**src/rtl/viterbi_stream_decoder.sv**
```systemverilog
// viterbi_stream_decoder: streaming soft-input Viterbi decoder.
// Add-compare-select over all trellis states with free-wrapping (modulo)
// path metrics and register-exchange survivors of DEPTH steps.
// Optional feature macro: VITERBI_BEST_STATE_EN selects the sliding-window
// output from the best post-ACS state instead of state 0.
module viterbi_stream_decoder #(
  parameter int STATES    = 8,
  parameter int NOUT      = 2,
  parameter int POLY [NOUT] = '{default: 0},
  parameter int RECURSIVE = 0,
  parameter int SW        = 6,
  parameter int DEPTH     = 32
) (
  input  logic                      clk,
  input  logic                      reset_n,
  input  logic                      in_valid,
  output logic                      in_ready,
  input  logic [NOUT-1:0][SW-1:0]   in_llr,
  input  logic                      in_last,
  output logic                      out_valid,
  input  logic                      out_ready,
  output logic                      out_data,
  output logic                      out_last
);

  localparam int STATE_BITS = $clog2(STATES);
  localparam int PMW        = SW + $clog2(NOUT) + STATE_BITS + 2;
  localparam int MW         = STATE_BITS + 1;
  localparam int CNTW       = $clog2(DEPTH + 1);
  localparam int IDXW       = $clog2(DEPTH);

  localparam logic [MW-1:0]   REC_MASK = MW'(RECURSIVE);
  localparam logic [PMW-1:0]  PM_FLOOR = {2'b11, {(PMW-2){1'b0}}};
  localparam logic [CNTW-1:0] N_SAT    = CNTW'(DEPTH);

  typedef logic [NOUT-1:0][SW-1:0] llr_t;
  typedef logic [STATE_BITS-1:0]   st_t;

  typedef enum logic [1:0] {
    S_RUN,
    S_FLUSH,
    S_LAST
  } state_e;

  // ---------------------------------------------------------------------------
  // Trellis helpers
  // ---------------------------------------------------------------------------
  function automatic logic fb_of(input logic b, input st_t s);
    if (RECURSIVE != 0) return ^({b, s} & REC_MASK);
    return b;
  endfunction

  // Predecessor x (0 = lower index) of next state n.
  function automatic st_t pred_of(input st_t n, input logic x);
    return STATE_BITS'({n, x});
  endfunction

  // Information bit that drives predecessor p into next state n.
  function automatic logic in_bit_of(input st_t n, input st_t p);
    return (fb_of(1'b0, p) == n[STATE_BITS-1]) ? 1'b0 : 1'b1;
  endfunction

  function automatic logic [PMW-1:0] branch_metric(input st_t p, input logic b,
                                                   input llr_t llr);
    logic [MW-1:0]  word;
    logic [PMW-1:0] acc;
    logic [PMW-1:0] ext;
    word = {fb_of(b, p), p};
    acc  = '0;
    for (int unsigned j = 0; j < NOUT; j++) begin
      ext = {{(PMW-SW){llr[j][SW-1]}}, llr[j]};
      if (^(word & MW'(POLY[j]))) acc = acc + ext;
      else                        acc = acc - ext;
    end
    return acc;
  endfunction

  // Modulo comparison: a beats b iff (a - b) is strictly positive as signed.
  function automatic logic beats(input logic [PMW-1:0] a, input logic [PMW-1:0] b);
    logic [PMW-1:0] diff;
    diff = a - b;
    return !diff[PMW-1] && (diff != '0);
  endfunction

  // ---------------------------------------------------------------------------
  // State
  // ---------------------------------------------------------------------------
  state_e              state_q, state_d;
  logic [CNTW-1:0]     n_q, n_d;
  logic [IDXW-1:0]     fidx_q, fidx_d;
  logic                out_valid_q, out_valid_d;
  logic                out_data_q, out_data_d;
  logic                out_last_q, out_last_d;
  logic [PMW-1:0]      pm_q   [STATES];
  logic [PMW-1:0]      pm_d   [STATES];
  logic [DEPTH-1:0]    surv_q [STATES];
  logic [DEPTH-1:0]    surv_d [STATES];

  // ACS results
  st_t                 pred0 [STATES];
  st_t                 pred1 [STATES];
  logic                bit0  [STATES];
  logic                bit1  [STATES];
  logic [PMW-1:0]      cand0 [STATES];
  logic [PMW-1:0]      cand1 [STATES];
  logic                take1 [STATES];
  logic [PMW-1:0]      acs_pm   [STATES];
  logic [DEPTH-1:0]    acs_surv [STATES];
  logic                acs_out  [STATES];
  st_t                 sel_state;

  logic                slot_free;
  logic                accept;
  logic                init_frame;
  logic [CNTW-1:0]     n_inc;

  assign slot_free = !out_valid_q || out_ready;
  assign in_ready  = reset_n && (state_q == S_RUN) && slot_free;
  assign accept    = in_valid && in_ready;
  assign out_valid = out_valid_q;
  assign out_data  = out_data_q;
  assign out_last  = out_last_q;

  // Add-compare-select for every next state; ties keep the lower predecessor.
  always_comb begin
    for (int unsigned n = 0; n < STATES; n++) begin
      pred0[n] = pred_of(STATE_BITS'(n), 1'b0);
      pred1[n] = pred_of(STATE_BITS'(n), 1'b1);
      bit0[n]  = in_bit_of(STATE_BITS'(n), pred0[n]);
      bit1[n]  = in_bit_of(STATE_BITS'(n), pred1[n]);
      cand0[n] = pm_q[pred0[n]] + branch_metric(pred0[n], bit0[n], in_llr);
      cand1[n] = pm_q[pred1[n]] + branch_metric(pred1[n], bit1[n], in_llr);
      take1[n] = beats(cand1[n], cand0[n]);
      if (take1[n]) begin
        acs_pm[n]   = cand1[n];
        acs_surv[n] = {surv_q[pred1[n]][DEPTH-2:0], bit1[n]};
        acs_out[n]  = surv_q[pred1[n]][DEPTH-1];
      end else begin
        acs_pm[n]   = cand0[n];
        acs_surv[n] = {surv_q[pred0[n]][DEPTH-2:0], bit0[n]};
        acs_out[n]  = surv_q[pred0[n]][DEPTH-1];
      end
    end
  end

`ifdef VITERBI_BEST_STATE_EN
  // Comparator tree over post-ACS metrics; left (lower-index) subtree wins ties.
  for (genvar l = 0; l <= STATE_BITS; l++) begin : g_lvl
    logic [PMW-1:0] lpm  [STATES >> l];
    st_t            lidx [STATES >> l];
    if (l == 0) begin : g_leaf
      // Leaves are the post-ACS metrics tagged with their own state index.
      always_comb begin
        for (int unsigned k = 0; k < STATES; k++) begin
          lpm[k]  = acs_pm[k];
          lidx[k] = STATE_BITS'(k);
        end
      end
    end else begin : g_node
      // Each node keeps the better of its two children.
      always_comb begin
        for (int unsigned k = 0; k < (STATES >> l); k++) begin
          if (beats(g_lvl[l-1].lpm[2*k+1], g_lvl[l-1].lpm[2*k])) begin
            lpm[k]  = g_lvl[l-1].lpm[2*k+1];
            lidx[k] = g_lvl[l-1].lidx[2*k+1];
          end else begin
            lpm[k]  = g_lvl[l-1].lpm[2*k];
            lidx[k] = g_lvl[l-1].lidx[2*k];
          end
        end
      end
    end
  end
  assign sel_state = g_lvl[STATE_BITS].lidx[0];
`else
  assign sel_state = '0;
`endif

  // Frame control: sliding-window output in RUN, oldest-first drain of state 0 in FLUSH.
  always_comb begin
    state_d     = state_q;
    n_d         = n_q;
    fidx_d      = fidx_q;
    pm_d        = pm_q;
    surv_d      = surv_q;
    out_valid_d = out_valid_q && !out_ready;
    out_data_d  = out_data_q;
    out_last_d  = out_last_q;
    init_frame  = 1'b0;
    n_inc       = (n_q == N_SAT) ? n_q : n_q + 1'b1;
    unique case (state_q)
      S_RUN: begin
        if (accept) begin
          pm_d   = acs_pm;
          surv_d = acs_surv;
          n_d    = n_inc;
          if (n_q == N_SAT) begin
            out_valid_d = 1'b1;
            out_data_d  = acs_out[sel_state];
            out_last_d  = 1'b0;
          end
          if (in_last) begin
            state_d = S_FLUSH;
            fidx_d  = IDXW'(n_inc - 1'b1);
          end
        end
      end
      S_FLUSH: begin
        if (slot_free) begin
          out_valid_d = 1'b1;
          out_data_d  = surv_q[0][fidx_q];
          out_last_d  = (fidx_q == '0);
          if (fidx_q == '0) begin
            // Survivors are no longer needed once the last bit is registered.
            state_d    = S_LAST;
            init_frame = 1'b1;
          end else begin
            fidx_d = fidx_q - 1'b1;
          end
        end
      end
      S_LAST: begin
        if (out_valid_q && out_ready) begin
          state_d    = S_RUN;
          out_last_d = 1'b0;
        end
      end
      default: state_d = S_RUN;
    endcase
    if (init_frame) begin
      n_d = '0;
      for (int unsigned k = 0; k < STATES; k++) begin
        pm_d[k]   = (k == 0) ? '0 : PM_FLOOR;
        surv_d[k] = '0;
      end
    end
  end

  // State registers with synchronous active-low reset.
  always_ff @(posedge clk) begin
    if (!reset_n) begin
      state_q     <= S_RUN;
      n_q         <= '0;
      fidx_q      <= '0;
      out_valid_q <= 1'b0;
      out_data_q  <= 1'b0;
      out_last_q  <= 1'b0;
      for (int unsigned k = 0; k < STATES; k++) begin
        pm_q[k]   <= (k == 0) ? '0 : PM_FLOOR;
        surv_q[k] <= '0;
      end
    end else begin
      state_q     <= state_d;
      n_q         <= n_d;
      fidx_q      <= fidx_d;
      out_valid_q <= out_valid_d;
      out_data_q  <= out_data_d;
      out_last_q  <= out_last_d;
      pm_q        <= pm_d;
      surv_q      <= surv_d;
    end
  end

endmodule

```
**config.mk**
```make
export PLATFORM = sky130hd
export DESIGN_NAME = viterbi_stream_decoder
export DESIGN_NICKNAME = d
export VERILOG_FILES = /design/src/rtl/viterbi_stream_decoder.sv
export SDC_FILE = /design/constraint.sdc
export NUM_CORES = 1
export LEC_CHECK = 0
export CAP_MARGIN = 10
export CORE_ASPECT_RATIO = 0.8
export CORE_MARGIN = 5
export CORE_UTILIZATION = 50
export CTS_CLUSTER_SIZE = 10
export DETAILED_ROUTE_END_ITERATION = 8
export PLACE_DENSITY = 0.66
export REMOVE_ABC_BUFFERS = 1
export SYNTH_ARGS = -nofsm -noshare
export SYNTH_HDL_FRONTEND = slang
export SYNTH_SLANG_ARGS = --single-unit
export TNS_END_PERCENT = 10
```
**constraint.sdc**
```tcl
create_clock -name clk -period 13.5 [get_ports clk]
set_clock_uncertainty 0.05 [all_clocks]
set_input_delay 3.375 -clock clk [delete_from_list [all_inputs] [get_ports clk]]
set_output_delay 3.375 -clock clk [all_outputs]
set_load 0.1 [all_outputs]
```
==> impl_metrics.json, run 1 <==
{
  "htreeDepth": 4,
  "path_clk_slew_ps": 60,
  "worstSetupEndpointType": "flip-flop",
  "globalplace.congestion": 0.888,
  "hp-class": "flip-flop to flip-flop",
  "grt_pass1_vias": 7414,
  "cp_num_buf_inv": 5,
  "yosysWarnings": 0,
  "grt_max_degree": 136,
  "status": "completed",
  "drive_above_1_share": 0.0646,
  "crit_arrival_ps": 10000,
  "required_ps": 13700,
  "fp.dieW_um": 165,
  "r2r_slack_ps": 7490,
  "clock-sinks": 144,
  "fin_crit_sh": 0.726,
  "netlist_instances": 1156,
  "die_h_um": 134,
  "clock.fmax_mhz": 102,
  "wire_per_inst_um": 16.3,
  "rsz0062_at_grt": "no",
  "syn_to_final_growth_pct": 8.94,
  "synthTopCellsByArea": "dfxtp_1 (30%), ha_1 (9.4%), o21ai_0 (8.6%)",
  "io_buffers": 20,
  "drc": 0,
  "n_antenna_cell": 0,
  "tritoncts": "done",
  "tns_ps": 0,
  "ant_nets": 0,
  "rows": 45,
  "period_minus_slack_ps": 9800,
  "timing.rr.start": "pm_q[24]",
  "grt_usage": 0.210,
  "synthFlopType": "dfxtp_1",
  "async_flop_share": 0,
  "cts_setup_buffers": 0,
  "r2r_cells": 20,
  "slew-limit-headroom": 0.260,
  "regToRegEndpoint": "surv_q[253]",
  "cap_viol_max_count": 0,
  "cpPeakStageDelay_ps": 560,
  "path_cells": "clkdlybuf4s50_1, ha_1, inv_1, ha_1, fa_1, a21oi_1, o211ai_1, o211ai_2, buf_4, ha_1, and2_1, a22o_1, a311oi_2, xnor2_1, inv_1, ha_1, a41o_1, a311oi_1, xnor2_1, nor2_2, nor2_4, buf_4, mux2i_1, a21oi_1",
  "criticalPathCategory": "primary input to flip-flop",
  "synth_top_cell_area_share": 0.301,
  "start_util": 0.507,
  "cts_made_buffers": 17,
  "finalNetCount": 1229,
  "first_pass_iters": 5,
  "min_path_cells": 2,
  "yosysUniqueCellTypes": 84,
  "insertion_delay_ps": 420,
  "worst_slew_pin_slew_ps": 1110,
  "final-max-slew-violation-count": 0,
  "critical_path.top_delay_family": "compound AO/OA/AOI/OAI gates",
  "grt_pass1_wl_um": 38100,
  "viasPerCell": 5.78,
  "critPathCapture": "surv_q[253]",
  "io-pin-count": 21,
  "design.core.area_um2": 18900,
  "syn_area_per_cell_um2": 8.30,
  "overflow": 0,
  "slowest_stage": "buf_4",
  "synth-edff-count": 0,
  "setup_viol": 0,
  "ys_ff_latch": 144,
  "seq_area_frac_synth": 0.301,
  "antenna_found_initial": 0,
  "path_common_cell": "ha_1",
  "worstSetupStartpointType": "primary input",
  "cp_max_fo": 30,
  "drt_iter0_markers": 720,
  "vias": 8119,
  "hold_viol": 0,
  "cts_hold_buf": 0,
  "worstSetupPathDepth": 24,
  "finalWirelength_um": 22800,
  "die_area_um2": 22100,
  "cts_resized": 0,
  "cp-startpoint": "in_llr[1]",
  "hpwl_um": 15200,
  "cts_buffer_depth": 2,
  "cts_root_buf": "clkbuf_16",
  "synth_top_cell_by_area": "dfxtp_1",
  "synth_area_um2": 9590
}
worst reg2reg max path, delay by kind of cell, from the launching register on:
kind	cells	cell delay [ps]
adders and majority gates	4	1430
muxes	1	290
xor gates and xnor gates	2	630
and+or+nand+nor	5	1000
buffers and inverters	2	630
AOI/OAI and AO/OA	6	1400
DFF	1	400
metal layers:
| metal | vias up | share of wire | track usage | wire length (um) |
|---|---|---|---|---|
| met5 | - | 0 | 0 | 0 |
| met4 | 0 | 0.0057 | 0.0406 | 131 |
| met3 | 11 | 0.045 | 0.0390 | 1020 |
| met2 | 163 | 0.42 | 0.302 | 9560 |
| met1 | 3817 | 0.53 | 0.328 | 12100 |
| li1 | 4128 | - | - | - |
cells in the final DEF (no fill, tap or decap), types with 20 or more instances in the layout:
cell type and count:
a31oi_1 32, xor2_1 21, inv_1 57, xnor2_1 34, o21ai_0 164, a21oi_1 119
clkdlybuf4s50_1 20, nand2_1 96, ha_1 72, nor2_1 49, dfxtp_1 144, mux2i_1 81
cells by family (layout without fill, tap and decap cells):
group | count (synthesis) | in the layout | synth area share
AOI/OAI and AO/OA | 412 | 412 | 0.250
xor gates and xnor gates | 61 | 61 | 0.0622
adders and majority gates | 79 | 79 | 0.108
buffers and inverters | 128 | 118 | 0.0558
DFF | 144 | 144 | 0.301
muxes | 92 | 92 | 0.107
and+or+nand+nor | 240 | 240 | 0.117
final cells by class:
type / instances / area (um^2)
timing repair buffer: 29 / 268
tap: 258 / 323
fill: 1778 / 8470
multi-input combinational: 884 / 6190
clock buffer: 22 / 484
clock inverter: 9 / 82.6
sequential: 144 / 2880
inverter: 58 / 218
cells in the mapped netlist (all sizes together) (3+ instances only):
library cell and count:
buf 17, dfxtp 144, o21bai 4, nor3 16, a21boi 4, inv 58
nor2b 17, a22oi 3, nand2b 7, and2 4, nand3 18, xnor2 36
fa 6, nor2 52, a21o 10, nand4 5, a31oi 32, clkbuf 53
a311oi 4, a2bb2oi 4, o21a 11, nor4 6, ha 72, xor2 24
a21oi 120, mux4 8, a211oi 7, mux2i 81, or2 3, o21ai 181
o22ai 3, nand2 96, and3 7, o211ai 4, mux2 3, o32ai 3
worst min path at each step:
stage | from | endpoint | slack [ps]
6_report | surv_q[1] | surv_q[1] | 410
5_1_grt | pm_q[92] | pm_q[92] | 430
4_1_cts | surv_q[1] | surv_q[1] | 410
3_5_place_dp | surv_q[1] | surv_q[1] | 400
3_3_place_gp | surv_q[33] | surv_q[33] | 390
2_1_floorplan | surv_q[1] | surv_q[1] | 390
through the flow:
stage	instance area (um^2)	cells	utilization	worst slack, ps	hold WS [ps]
floorplan	9270	1086	-	4010	387
finish	10400	1404	0.552	3700	410
global route	10400	1404	0.552	3290	429
global placement	9880	1373	0.522	3420	393
detailed placement	9880	1373	0.522	3410	399
CTS	10400	1404	0.552	3790	407
flip-flops by register name, summed over array words and instances, names as in the netlist:
signal / cells
surv_q: 90
pm_q: 38
n_q: 6
fidx_q: 5
state_q: 2
out_data: 1
out_last: 1
out_valid: 1
Power of run 1 is not shown: default switching activity piles up to over one toggle a cycle in this logic, so the estimate is an artifact.
==> inputs of run 2 (changes only) <==
- clock period: 13.5 -> 9.5 ns (I/O delays scaled with it)
==> impl_metrics.json, run 2 (same netlist as run 1, synthesis figures left out) <==
{
  "viasPerCell": 5.74,
  "top_regs": "surv_q (90), pm_q (38), n_q (6)",
  "nFillCells": 1748,
  "cpPeakStageDelay_ps": 480,
  "worst_slew_pin_slew_ps": 1160,
  "cts_root_buf": "clkbuf_16",
  "cp_num_buf_inv": 3,
  "criticalPathCategory": "primary input to flip-flop",
  "utilization": 0.560,
  "rsz0062_at_grt": "no",
  "cts_hold_buf": 0,
  "first_pass_iters": 8,
  "tritoncts": "done",
  "insertion_delay_ps": 420,
  "ant_nets": 0,
  "design.core.area_um2": 18900,
  "worstSetupEndpointType": "flip-flop",
  "crit_arrival_ps": 8670,
  "hpwl_um": 15400,
  "regMostFlops": "surv_q",
  "final_common_cell": "o21ai_0",
  "grt_pass1_wl_um": 38100,
  "grt_pass1_vias": 7438,
  "cts_resized": 0,
  "slew-limit-headroom": 0.225,
  "cap_viol_max_count": 0,
  "grt_max_degree": 134,
  "worstSetupPathDepth": 25,
  "globalplace.congestion": 0.883,
  "worstSetupStartpointType": "primary input",
  "clock-sinks": 144,
  "fin_crit_sh": 0.891,
  "drive_above_1_share": 0.0686,
  "finalWirelength_um": 22900,
  "cp_max_fo": 30,
  "overflow": 0,
  "mostFrequentLayoutCells": "o21ai_0 (164), dfxtp_1 (144), a21oi_1 (119)",
  "hold_viol": 0,
  "drc": 0,
  "io_buffers": 20,
  "cts_buffer_depth": 2,
  "critical_path.top_delay_family": "compound AO/OA/AOI/OAI gates",
  "cts_made_buffers": 17,
  "required_ps": 9700,
  "largest_reg_flops": 90,
  "slowest_stage": "xnor2_1",
  "finalNetCount": 1233,
  "final-max-slew-violation-count": 0,
  "htreeDepth": 4,
  "path_common_cell": "ha_1",
  "clock.fmax_mhz": 118,
  "fp.dieW_um": 165,
  "start_util": 0.507,
  "tns_ps": 0,
  "antenna_found_initial": 0,
  "hp-class": "flip-flop to flip-flop",
  "setup_viol": 0,
  "rows": 45,
  "cts_setup_buffers": 0,
  "die_h_um": 134,
  "n_antenna_cell": 0,
  "r2r_cells": 19,
  "period_minus_slack_ps": 8460,
  "io-pin-count": 21,
  "status": "completed",
  "drt_iter0_markers": 678,
  "vias": 8093,
  "syn_to_final_growth_pct": 10.4,
  "grt_usage": 0.210,
  "wire_per_inst_um": 16.2,
  "path_clk_slew_ps": 60,
  "min_path_cells": 2,
  "die_area_um2": 22100
}
-- run 2: cell types whose count changed in the layout (fill, tap and decap cells not counted) --
cell,previous run,this run
clkinv_2,4,3
clkinv_4,1,3
bufinv_16,1,4
buf_4,9,10
clkinvlp_4,2,0
inv_8,0,1
clkbuf_8,4,2
buf_12,0,3
-- run 2: final timing paths --
path,from,end,slack [ps]
worst max-delay path,in_llr[2],surv_q[116],1040
worst min-delay path,surv_q[1],surv_q[1],410
worst min register to register,surv_q[1],surv_q[1],410
worst max register to register,pm_q[24],surv_q[116],4110
-- run 2: worst register-to-register path, cell delays in order, from the launching register on --
cell	delay (ps)
dfxtp_1	410
ha_1	260
inv_1	70
fa_1	430
nor2b_1	200
o2111ai_1	200
nand4b_1	160
xor2_1	380
ha_1	360
nor3_1	210
nor2_1	90
a21boi_1	180
and3_1	210
a311o_2	380
maj3_4	360
xnor2_2	170
nor2_4	460
buf_12	320
mux2i_1	270
a21oi_1	90
-- run 2: through the flow --
step                      instances  setup slack [ps]  area (um^2)  hold slack [ps]
after floorplan                1086              1010         9270              387
after global placement         1377               739         9950              395
after detailed placement       1377               752         9950              398
after CTS                      1409              1130        10600              408
after global routing           1409               667        10600              424
final                          1409              1040        10600              409
-- run 2: area by class of cell --
cell class                      instances  area [um^2]  share of cell area
Multi-Input combinational cell        884         6190               0.585
Inverter                               58          218              0.0206
Sequential cell                       144         2880               0.272
Timing Repair Buffer                   33          335              0.0317
Tap cell                              258          323              0.0305
Clock buffer                           20          457              0.0431
Clock inverter                         12          181              0.0171
-- run 2: routing by layer --
metal | track usage | wire length [um] | vias to the layer above
li1 | - | - | 4131
met1 | 0.322 | 12100 | 3768
met5 | 0 | 0 | -
met3 | 0.0366 | 963 | 16
met2 | 0.306 | 9620 | 178
met4 | 0.0448 | 182 | 0
Power of run 2 is left out for the same reason.
